## src/rtl/vga_timing_gen.sv

```systemverilog
// VGA raster timing generator: divides clk down to the pixel rate and produces
// column/line counters plus registered sync, blanking and frame-start strobes.
module vga_timing_gen #(
  parameter int CLK_DIV = 4,
  parameter int H_VIS   = 640,
  parameter int H_FP    = 16,
  parameter int H_SYNC  = 96,
  parameter int H_BP    = 48,
  parameter int V_VIS   = 480,
  parameter int V_FP    = 10,
  parameter int V_SYNC  = 2,
  parameter int V_BP    = 33
) (
  input  logic       clk,
  input  logic       rst_n,
  output logic       pixel_tick,
  output logic [9:0] hcount,
  output logic [9:0] vcount,
  output logic       Hsync,
  output logic       Vsync,
  output logic       video_on,
  output logic       frame_start
);

  localparam int H_TOT = H_VIS + H_FP + H_SYNC + H_BP;
  localparam int V_TOT = V_VIS + V_FP + V_SYNC + V_BP;
  localparam int DIV_W = (CLK_DIV > 1) ? $clog2(CLK_DIV) : 1;

  localparam logic [DIV_W-1:0] DIV_LAST = DIV_W'(CLK_DIV - 1);
  localparam logic [9:0] H_LAST   = 10'(H_TOT - 1);
  localparam logic [9:0] V_LAST   = 10'(V_TOT - 1);
  localparam logic [9:0] H_VIS_L  = 10'(H_VIS);
  localparam logic [9:0] V_VIS_L  = 10'(V_VIS);
  localparam logic [9:0] HS_BEG   = 10'(H_VIS + H_FP);
  localparam logic [9:0] HS_END   = 10'(H_VIS + H_FP + H_SYNC - 1);
  localparam logic [9:0] VS_BEG   = 10'(V_VIS + V_FP);
  localparam logic [9:0] VS_END   = 10'(V_VIS + V_FP + V_SYNC - 1);

  logic [DIV_W-1:0] div_q, div_d;
  logic             tick_q, tick_d;
  logic [9:0]       hcount_q, hcount_d;
  logic [9:0]       vcount_q, vcount_d;
  logic             hsync_q, hsync_d;
  logic             vsync_q, vsync_d;
  logic             video_on_q, video_on_d;
  logic             frame_start_q, frame_start_d;

  always_comb begin
    div_d         = (div_q == DIV_LAST) ? '0 : div_q + DIV_W'(1);
    // Tick is registered from the next divider value so it tracks div_q exactly.
    tick_d        = (div_d == DIV_LAST);
    hcount_d      = hcount_q;
    vcount_d      = vcount_q;
    hsync_d       = hsync_q;
    vsync_d       = vsync_q;
    video_on_d    = video_on_q;
    frame_start_d = 1'b0;
    if (tick_q) begin
      hcount_d = (hcount_q == H_LAST) ? 10'd0 : hcount_q + 10'd1;
      if (hcount_q == H_LAST) begin
        vcount_d = (vcount_q == V_LAST) ? 10'd0 : vcount_q + 10'd1;
      end
      // Decode from next-state counters so flags line up with hcount/vcount.
      hsync_d       = !((hcount_d >= HS_BEG) && (hcount_d <= HS_END));
      vsync_d       = !((vcount_d >= VS_BEG) && (vcount_d <= VS_END));
      video_on_d    = (hcount_d < H_VIS_L) && (vcount_d < V_VIS_L);
      frame_start_d = (hcount_d == 10'd0) && (vcount_d == 10'd0);
    end
  end

  always_ff @(posedge clk or negedge rst_n) begin
    if (!rst_n) begin
      div_q         <= '0;
      tick_q        <= 1'b0;
      hcount_q      <= H_LAST;
      vcount_q      <= V_LAST;
      hsync_q       <= 1'b1;
      vsync_q       <= 1'b1;
      video_on_q    <= 1'b0;
      frame_start_q <= 1'b0;
    end else begin
      div_q         <= div_d;
      tick_q        <= tick_d;
      hcount_q      <= hcount_d;
      vcount_q      <= vcount_d;
      hsync_q       <= hsync_d;
      vsync_q       <= vsync_d;
      video_on_q    <= video_on_d;
      frame_start_q <= frame_start_d;
    end
  end

  assign pixel_tick  = tick_q;
  assign hcount      = hcount_q;
  assign vcount      = vcount_q;
  assign Hsync       = hsync_q;
  assign Vsync       = vsync_q;
  assign video_on    = video_on_q;
  assign frame_start = frame_start_q;

endmodule

```

## config.mk

```make
export PLATFORM = sky130hd
export DESIGN_NAME = vga_timing_gen
export DESIGN_NICKNAME = d
export VERILOG_FILES = /design/src/rtl/vga_timing_gen.sv
export SDC_FILE = /design/constraint.sdc
export NUM_CORES = 1
export LEC_CHECK = 0
export BUFFER_PORTS_ARGS = -buffer_cell sky130_fd_sc_hd__buf_2
export CORE_ASPECT_RATIO = 1.25
export CORE_MARGIN = 3
export CORE_UTILIZATION = 50
export DETAILED_ROUTE_END_ITERATION = 6
export PLACE_DENSITY = 0.71
export SLEW_MARGIN = 20
export SYNTH_ARGS = -nofsm -noshare
export SYNTH_HDL_FRONTEND = slang
export SYNTH_SLANG_ARGS = --single-unit
export TNS_END_PERCENT = 5
```

## constraint.sdc

```tcl
create_clock -name clk -period 4 [get_ports clk]
set_input_delay 0.4 -clock clk [delete_from_list [all_inputs] [get_ports clk]]
set_output_delay 0.4 -clock clk [all_outputs]
set_load 0.005 [all_outputs]
```

==> summary.txt, run 1 <==
Synthesis
  • Post-synthesis mux area share: 1.16%
  • Synth area leaders: dfrtp_1 20%, dfstp_2 17%, xnor2_1 5.7%, ha_1 4.8%, o21ai_0 4.1%
  • Post-synthesis compound-gate area fraction: 15.3%
  • Mapped Nets: 219
  • Unique masters post-synth: 50
  • Main combinational cell family by area after synthesis: simple AND/OR/NAND/NOR gates
  • Synth area leader: dfrtp_1
  • Synth Area in XOR/XNOR: 7.16%
  • Cell Area, Synth: 0.00183 mm²
  • Async S/R FF share, synth: 100%
  • Synthesized instance count: 210
  • Ys flop type: dfrtp_1
  • Post-synthesis simple-gate area fraction: 28.2%
  • Post-synth EDFFs: 0
  • Ys Warns: 0
  • Synth top area share: 20.5%
  • Synth Area in Adders: 4.77%
  • Register area share after synthesis: 37.7%
  • Mean post-synth cell area: 8.73 µm²
  • #FFs+latches synth: 27

Power
  • Sw Share: 21.5%
  • Clock Power Share: 36.5%
  • Sw power: 94.3 µW
  • Maximum VDD drop: 195 µV
  • Tot Pwr: 439 µW
  • Leakage power total: 0.860 nW
  • Pwr/cell area: 220 mW/mm²
  • Logic gate share of total power: 1.2%
  • Int Pwr: 344 µW
  • Flop pwr share: 62.3%

Detailed routing
  • Routed vias/inst: 6.33
  • 1st-iter DRT viols: 129
  • Routed Antenna Nets: 0
  • DRC: 0
  • Routed vias: 1659
  • WL/cell: 16.2 µm
  • DRT Wirelength: 4250 µm
  • 1st-pass router iterations: 4

STA
  • Period utilization: 64.7%
  • Worst-Margin Slew: 583 ps
  • Slew headroom: 60.6%
  • Max Clk Rate: 0.386 GHz
  • Final Skew: 6.21 ps
  • Endpoints failing setup: 0
  • RSZ-0062 raised after global routing: no
  • Total Neg Setup Slack: 0 ps
  • Final setup margin: 1410 ps
  • Hold Fails Final Rpt: 0
  • Max Slew Vio Count: 0
  • Post-layout minimum cycle time: 2590 ps

Placed design
  • Place WS: 1500 ps
  • DP Wirelength: 3120 µm
  • Dpl cell area: 0.00194 mm²
  • Placer Congestion: 0.833
  • PortBufs: 26

Clocking
  • Clock Sinks: 27
  • CTS Hold Buffers Added: 0
  • Htree depth: 1
  • Clock Latency Late Sink: 270 ps
  • Post_cts resized: 0
  • Post-CTS Setup Inserts: 0
  • Clock-pin transition on the worst setup and hold timing paths: 100 ps
  • Clock Tree Buf Depth: 2
  • Root buffer cell: clkbuf_8
  • CTS tree: done
  • Num CTS Buffers: 3

Floorplan
  • Row count: 23
  • IO Count: 27
  • Die width: 60.2 µm
  • Die area: 0.00444 mm²
  • Starting density of the core: 54.5%
  • Die Span Y: 73.7 µm
  • Total core area: 0.00337 mm²

Setup path
  • R2R depth: 7
  • Crit path required time: 4200 ps
  • CP max stage cell: dfstp_2
  • Critical path startpoint category: register
  • WP buf/inv: 0
  • Critical path class: reg -> reg
  • Top cell by count, worst path: nand4_1
  • CP Data Arrival Time: 2790 ps
  • Crit end category: register
  • Crit-path max FO: 8
  • CP delay by family, top: simple AND/OR/NAND/NOR gates
  • CP max stage delay: 600 ps
  • Worst-path cell chain: ha_1, nand4_1, nor4_2, xor2_1, nor4_1, nand4_1, nor3_2
  • WP depth: 7

GRT
  • Initial antenna violation count: 0
  • GR Overflow Total: 0
  • First-pass GRT wire length: 7420 µm
  • Largest net degree at the start of global routing: 28
  • Total GRT Usage: 21.3%
  • Vias in the first global route: 1589

Final layout
  • Design area: 0.00199 mm²
  • Multi-input gate area: 0.00104 mm²
  • Fillers: 315
  • Fraction of layout cells with a size suffix above 1: 22.7%
  • Final net count: 235
  • Register Area: 691 µm²
  • Area grow syn2layout: 8.59%
  • Ant diodes: 0

Outcome
  • Outcome: finished clean

Worst hold path
  • Hold WC Path Type: in -> async

Flow run
  • Max Cap Violations: 0
## cells in the mapped netlist (3+ instances only)
cell type	instances
nand2_1	19
dfstp_2	12
xnor2_1	12
a31oi_1	4
o21ai_0	15
nand4_1	6
nor3_1	7
and4_1	3
inv_1	8
dfrtp_1	15
a21oi_1	11
nor4_1	3
xor2_1	3
and3_1	6
clkbuf_1	13
nand3_1	9
ha_1	7
nor2_1	18
## power by group through the flow
stage / combinational [mW] / sequential [mW] / clock (mW)
6_report: 0.00536 / 0.273 / 0.160
5_1_grt: 0.00648 / 0.274 / 0.174
4_1_cts: 0.00592 / 0.273 / 0.164
3_5_place_dp: 0.00585 / 0.278 / 0
3_3_place_gp: 0.00582 / 0.278 / 0
2_1_floorplan: 0.000000410 / 0.278 / 0
## through the flow
step / utilization (%) / std cells / hold WS (ps)
floorplan: - / 210 / 104
global placement: 57.7 / 258 / 434
detailed placement: 57.7 / 258 / 440
CTS: 59.2 / 262 / 140
global route: 59.2 / 262 / 157
finish: 59.2 / 262 / 118
## routing by layer
layer	GRT usage, %	vias up	wire [µm]	share of wire (%)
li1	-	790	-	-
met1	27.9	795	1800	42
met2	36.3	66	2160	51
met3	2.81	8	242	5.7
met4	5.42	0	49	1.2
met5	0	-	0	0
## placed cells by master, fill, tap and decap left out, types with 2 or more instances in the layout
| cell | n |
|---|---|
| dfstp_2 | 12 |
| dfrtp_1 | 15 |
| nor2b_1 | 2 |
| and3_1 | 6 |
| ha_1 | 7 |
| nand3b_1 | 2 |
| and2_1 | 2 |
| nand2_1 | 19 |
| nor4_2 | 2 |
| a31oi_1 | 4 |
| o22ai_1 | 2 |
| and4_1 | 3 |
| clkbuf_8 | 3 |
| xnor2_1 | 12 |
| nor3_1 | 7 |
| a21oi_1 | 11 |
| nand3_1 | 9 |
| nor4b_1 | 2 |
| inv_1 | 8 |
| nor4_1 | 3 |
| xor2_1 | 3 |
| o21ai_0 | 15 |
| nand4_1 | 6 |
| nor2_1 | 18 |
| buf_2 | 26 |
## flip-flops by register name (all words and copies together), names as in the netlist
register	count
Hsync	1
Vsync	1
div_q	2
frame_start	1
hcount	10
pixel_tick	1
vcount	10
video_on	1
## worst register-to-register path, cell delays in order, from the launching register on
cell and delay, ps:
dfstp_2 600, ha_1 250, nand4_1 420, nor4_2 410, xor2_1 170, nor4_1 340, nand4_1 160, nor3_2 190
## final cells by class
class	instances	share of cell area, %
tap	37	2.32
clock buffer	3	2.07
sequential	27	34.7
inverter	8	1.51
multi-input combinational	159	52.1
clock inverter	1	0.377
timing repair buffer	27	6.91
## path summary, 6_finish.rpt
| path | startpoint | endpoint | slack (ps) |
|---|---|---|---|
| worst min register to register | div_q[0] | div_q[0] | 470 |
| worst min-delay path | rst_n | hcount[6] | 120 |
| max in group asynchronous | rst_n | vcount[6] | 3500 |
| min in group clk | div_q[0] | div_q[0] | 470 |
| worst max-delay path | hcount[1] | frame_start | 1410 |
| worst max register to register | hcount[1] | frame_start | 1410 |
## logic make-up after synthesis
family                   Yosys count
flip-flops                        27
buffers and inverters             24
multiplexers                       2
AND/OR/NAND/NOR                   90
AO/OA/AOI/OAI                     45
XOR/XNOR                          15
adder cells (fa/ha/maj)            7
Power figures use the tool's default switching activity.
==> inputs of run 2 (changes only) <==
==> constraint.sdc (replaced) <==
create_clock -name clk -period 2.5 [get_ports clk]
set_input_delay 0.25 -clock clk [delete_from_list [all_inputs] [get_ports clk]]
set_output_delay 0.25 -clock clk [all_outputs]
set_load 0.005 [all_outputs]
==> summary.txt, run 2 (synthesized netlist as in run 1, its figures left out) <==
Outcome
  • Outcome: finished clean

Worst hold path
  • Hold WC Path Type: reg -> reg
  • Worst Hold Depth: 1
  • Hold EP: div_q[0]
  • Hold_sp: div_q[0]

STA
  • Final Skew: 1.59 ps (-4.62 ps)
  • Worst-Margin Slew: 610 ps (+26.9 ps)
  • RSZ-0062 raised after global routing: no
  • Final setup margin: 183 ps (-1230 ps)
  • Max Clk Rate: 0.432 GHz (+12%)
  • Endpoints failing setup: 0 (unchanged)
  • Slew headroom: 59.3% (-1.2 points)
  • Hold Fails Final Rpt: 0 (unchanged)
  • Max Slew Vio Count: 0 (unchanged)
  • Total Neg Setup Slack: 0 ps (unchanged)
  • Period utilization: 92.7% (+28 points)
  • Post-layout minimum cycle time: 2320 ps (-271 ps)

Clocking
  • CTS tree: done
  • CTS Hold Buffers Added: 1 (+1)
  • Post-CTS Setup Inserts: 0 (unchanged)
  • Num CTS Buffers: 3 (unchanged)
  • Root buffer cell: clkbuf_8
  • Clock Tree Buf Depth: 2 (unchanged)
  • Post_cts resized: 0 (unchanged)
  • Clock Sinks: 27 (unchanged)
  • Clock Latency Late Sink: 280 ps (about the same)
  • Clock-pin transition on the worst setup and hold timing paths: 100 ps (about the same)
  • Htree depth: 1 (unchanged)

Final layout
  • Utilization after layout: 62.2% (+3.1 points)
  • Register Area: 691 µm² (unchanged)
  • Finished Layout Cells: 276 (+5.3%)
  • Multi-input gate area: 0.00104 mm² (unchanged)
  • Area grow syn2layout: 14.3%
  • Commonest non-fill, non-tap cell in the layout: buf_2
  • Final net count: 249 (+6.0%)
  • Fillers: 295 (-6.3%)
  • Fraction of layout cells with a size suffix above 1: 26.4% (+3.7 points)
  • Ant diodes: 0 (unchanged)
  • Most frequent cells in the layout: 26 x buf_2, 19 x nand2_1, 18 x nor2_1, 15 x o21ai_0, 15 x dfrtp_1

Power
  • Maximum VDD drop: 278 µV (+43%)
  • Tot Pwr: 708 µW (+61%)
  • Pwr/cell area: 338 mW/mm² (+53%)
  • Leakage power total: 0.933 nW (+8.4%)

Floorplan
  • Total core area: 0.00337 mm² (unchanged)
  • Row count: 23 (unchanged)
  • Die width: 60.2 µm (unchanged)
  • IO Count: 27 (unchanged)
  • Die area: 0.00444 mm² (unchanged)
  • Starting density of the core: 54.5% (unchanged)
  • Die Span Y: 73.7 µm (unchanged)

Placed design
  • Placer Congestion: 0.874 (+4.9%)
  • Placed cells: 271 (+5.0%)
  • PortBufs: 26 (unchanged)
  • DP Wirelength: 3280 µm (+5.3%)
  • Place WS: 226 ps (-1280 ps)

GRT
  • First-pass GRT wire length: 7310 µm (-1.5%)
  • Total GRT Usage: 21.8% (+0.54 points)
  • Vias in the first global route: 1574 (-0.94%)
  • Largest net degree at the start of global routing: 28 (unchanged)
  • GR Overflow Total: 0 (unchanged)
  • Initial antenna violation count: 0 (unchanged)

Setup path
  • Critical path startpoint category: register
  • Crit-path max FO: 9 (+1)
  • CP Data Arrival Time: 2490 ps (-300 ps)
  • R2R setup slack: 180 ps (-1230 ps)
  • R2r endpoint: frame_start
  • Crit end category: register
  • Critical path class: reg -> reg
  • RR Startpoint: hcount[9]
  • R2R depth: 6 (-1)
  • Crit path required time: 2680 ps (-1520 ps)

Detailed routing
  • Routed vias/inst: 6.17 (-2.5%)
  • DRT Wirelength: 4460 µm (+4.9%)
  • Routed vias: 1704 (+2.7%)
  • 1st-pass router iterations: 4 (unchanged)
  • 1st-iter DRT viols: 70 (-46%)
  • Routed Antenna Nets: 0 (unchanged)
  • WL/cell: 16.2 µm (-0.40%)
  • DRC: 0 (unchanged)

Flow run
  • Max Cap Violations: 0 (unchanged)
-- run 2: how the worst max path moves through the flow --
stage / from / end / slack, ps
floorplan: hcount[9] / frame_start / 290
global placement: hcount[9] / frame_start / 290
detailed placement: hcount[9] / frame_start / 230
CTS: hcount[9] / frame_start / 200
global route: hcount[1] / Vsync / 9
finish: hcount[9] / frame_start / 180
-- run 2: area by class of cell --
type | instances | share of cell area [%]
Multi-Input combinational cell | 159 | 49.6
Sequential cell | 27 | 33.0
Timing Repair Buffer | 41 | 11.7
Tap cell | 37 | 2.21
Clock buffer | 4 | 2.15
Inverter | 8 | 1.43
-- run 2: per-stage QoR --
step / cell area, µm² / hold slack, ps
6_report: 2100 / 455
2_1_floorplan: 1830 / -45.6
3_3_place_gp: 2040 / 287
3_5_place_dp: 2040 / 302
4_1_cts: 2100 / 458
5_1_grt: 2100 / 478
-- run 2: metal layers --
layer / up-vias / part of all wire (%) / track usage, % / routed length (µm)
met3: 9 / 5.2 / 4.04 / 231
met5: - / 0 / 0 / 0
met4: 0 / 1.8 / 10.1 / 80
li1: 820 / - / - / -
met1: 822 / 43 / 26.5 / 1900
met2: 53 / 50 / 36.5 / 2240
-- run 2: critical path: stages (launching register included) --
cell	delay (ps)
dfstp_2	600
or4b_4	550
nor4_4	350
a31oi_1	170
o31ai_2	320
nand4b_1	170
nor3_2	50
-- run 2: report_power, final --
group	switching [mW]	total (mW)	internal, mW
clock network	0.146	0.261	0.115
registers	0	0.438	0.438
logic	0.00841	0.00998	0.00157
==> inputs of run 3 (changes only) <==
--- a/config.mk
+++ b/config.mk
@@ -10,6 +10,7 @@
 export CORE_MARGIN = 3
 export CORE_UTILIZATION = 50
 export DETAILED_ROUTE_END_ITERATION = 6
+export MAX_ROUTING_LAYER = met4
 export PLACE_DENSITY = 0.71
 export SLEW_MARGIN = 20
 export SYNTH_ARGS = -nofsm -noshare
==> summary.txt, run 3 (synthesized netlist as in run 1, its figures left out) <==
Clocking
  • Htree depth: 1 (unchanged)
  • Clock Latency Late Sink: 280 ps (about the same)
  • Clock-pin transition on the worst setup and hold timing paths: 100 ps (about the same)
  • Num CTS Buffers: 3 (unchanged)
  • Clock Sinks: 27 (unchanged)
  • Post_cts resized: 0 (unchanged)
  • Root buffer cell: clkbuf_8
  • CTS tree: done
  • Clock Tree Buf Depth: 2 (unchanged)

Final layout
  • Commonest non-fill, non-tap cell in the layout: buf_2
  • Register Area: 691 µm² (unchanged)
  • Area grow syn2layout: 14.5%
  • Utilization after layout: 62.4% (+0.11 points)
  • Final net count: 249 (unchanged)
  • Fraction of layout cells with a size suffix above 1: 26.8% (+0.42 points)
  • Most frequent cells in the layout: 26 x buf_2, 19 x nand2_1, 18 x nor2_1, 15 x o21ai_0, 15 x dfrtp_1
  • Multi-input gate area: 0.00104 mm² (unchanged)
  • Fillers: 301 (+2.0%)
  • Ant diodes: 0 (unchanged)

GRT
  • Vias in the first global route: 1595 (+1.3%)
  • Initial antenna violation count: 0 (unchanged)
  • Total GRT Usage: 23.2% (+1.4 points)
  • Largest net degree at the start of global routing: 28 (unchanged)
  • GR Overflow Total: 0 (unchanged)
  • First-pass GRT wire length: 7730 µm (+5.7%)

STA
  • Worst-Margin Slew: 616 ps (+5.77 ps)
  • Post-layout minimum cycle time: 2300 ps (-18.6 ps)
  • Total Neg Setup Slack: 0 ps (unchanged)
  • Max Clk Rate: 0.435 GHz (+0.81%)
  • Period utilization: 91.9% (-0.75 points)
  • Worst hold slack: 454 ps (-0.227 ps)
  • Final Skew: 4.12 ps (+2.53 ps)
  • Slew headroom: 58.9% (-0.38 points)
  • Hold Fails Final Rpt: 0 (unchanged)
  • Endpoints failing setup: 0 (unchanged)
  • Max Slew Vio Count: 0 (unchanged)
  • RSZ-0062 raised after global routing: no

Worst hold path
  • Hold WC Path Type: reg -> reg
  • Hold_sp: div_q[0]

Setup path
  • RR Startpoint: hcount[9]
  • Crit path required time: 2680 ps (about the same)
  • Crit end category: register
  • Crit-path max FO: 9 (unchanged)
  • Critical path class: reg -> reg
  • Critical path origin: hcount[9]
  • Critical path startpoint category: register
  • CP Data Arrival Time: 2480 ps (about the same)

Floorplan
  • Row count: 23 (unchanged)
  • Die width: 60.2 µm (unchanged)
  • IO Count: 27 (unchanged)
  • Starting density of the core: 54.5% (unchanged)
  • Total core area: 0.00337 mm² (unchanged)
  • Die area: 0.00444 mm² (unchanged)
  • Die Span Y: 73.7 µm (unchanged)

Power
  • Maximum VDD drop: 291 µV (+4.6%)
  • Leakage power total: 0.933 nW (about the same)
  • Pwr/cell area: 338 mW/mm² (about the same)

Placed design
  • DP Wirelength: 3330 µm (+1.5%)
  • Placer Congestion: 0.884 (+1.1%)
  • PortBufs: 26 (unchanged)

Outcome
  • Outcome: finished clean

Detailed routing
  • DRT Wirelength: 4490 µm (+0.58%)
  • Routed vias/inst: 6.02 (-2.5%)
  • Routed vias: 1661 (-2.5%)
  • DRC: 0 (unchanged)
  • 1st-pass router iterations: 4 (unchanged)
  • Routed Antenna Nets: 0 (unchanged)
  • WL/cell: 16.3 µm (+0.58%)
  • 1st-iter DRT viols: 95 (+36%)

Flow run
  • Max Cap Violations: 0 (unchanged)
==> run 3: cell count changes in the layout (fill, tap and decap cells not counted) <==
cell,change
clkbuf_1,-1
clkinvlp_4,+1
==> run 3: per-layer routing <==
layer  part of all wire, %  track usage (%)  vias up  wire (µm)
met5                     0                -        -          0
met4                   1.8             7.14        0         79
met3                   4.6             2.46        8        206
met2                    49             36.4       58       2200
met1                    45             31.1      779       2000
li1                      -                -      816          -
==> run 3: area by class of cell <==
type / count / share of cell area, %
Clock buffer: 3 / 1.97
Clock inverter: 1 / 0.358
Inverter: 8 / 1.43
Multi-Input combinational cell: 159 / 49.5
Sequential cell: 27 / 32.9
Tap cell: 37 / 2.21
Timing Repair Buffer: 41 / 11.7
==> run 3: critical path: stages, from the launching register on <==
cell and delay (ps):
dfstp_2 600, or4b_4 550, nor4_4 340, a31oi_1 150
o31ai_2 330, nand4b_1 170, nor3_2 40
==> run 3: timing repair <==
action | in CTS | in global routing
hold buffers | 1 | 0
buffers inserted | 0 | 0
endpoints found under the hold margin | 15 | 0
==> run 3: power breakdown <==
group	internal (mW)	total (mW)	leakage (nW)	switching [mW]
Clock	0.113	0.262	0.0217	0.149
Sequential	0.438	0.438	0.325	0
Combinational	0.00157	0.0101	0.586	0.00850
==> run 3: final timing paths <==
kind / endpoint / slack (ps) / cells past startpoint
max: frame_start / 200 / 6
min: div_q[0] / 450 / 1
min in group asynchronous: vcount[5] / 510 / 2
min reg2reg: div_q[0] / 450 / 1
max reg2reg: frame_start / 200 / 6
max in group asynchronous: video_on / 1600 / 2
==> run 3: metrics by stage <==
stage               instance area (µm²)  std cells  total power, mW  setup WS (ps)
detailed placement                 2040        271            0.455            219
finish                             2100        276            0.710            202
CTS                                2100        276            0.716            191
global placement                   2040        271            0.455            285
global route                       2100        276            0.736           21.9
floorplan                          1830        210            0.445            294
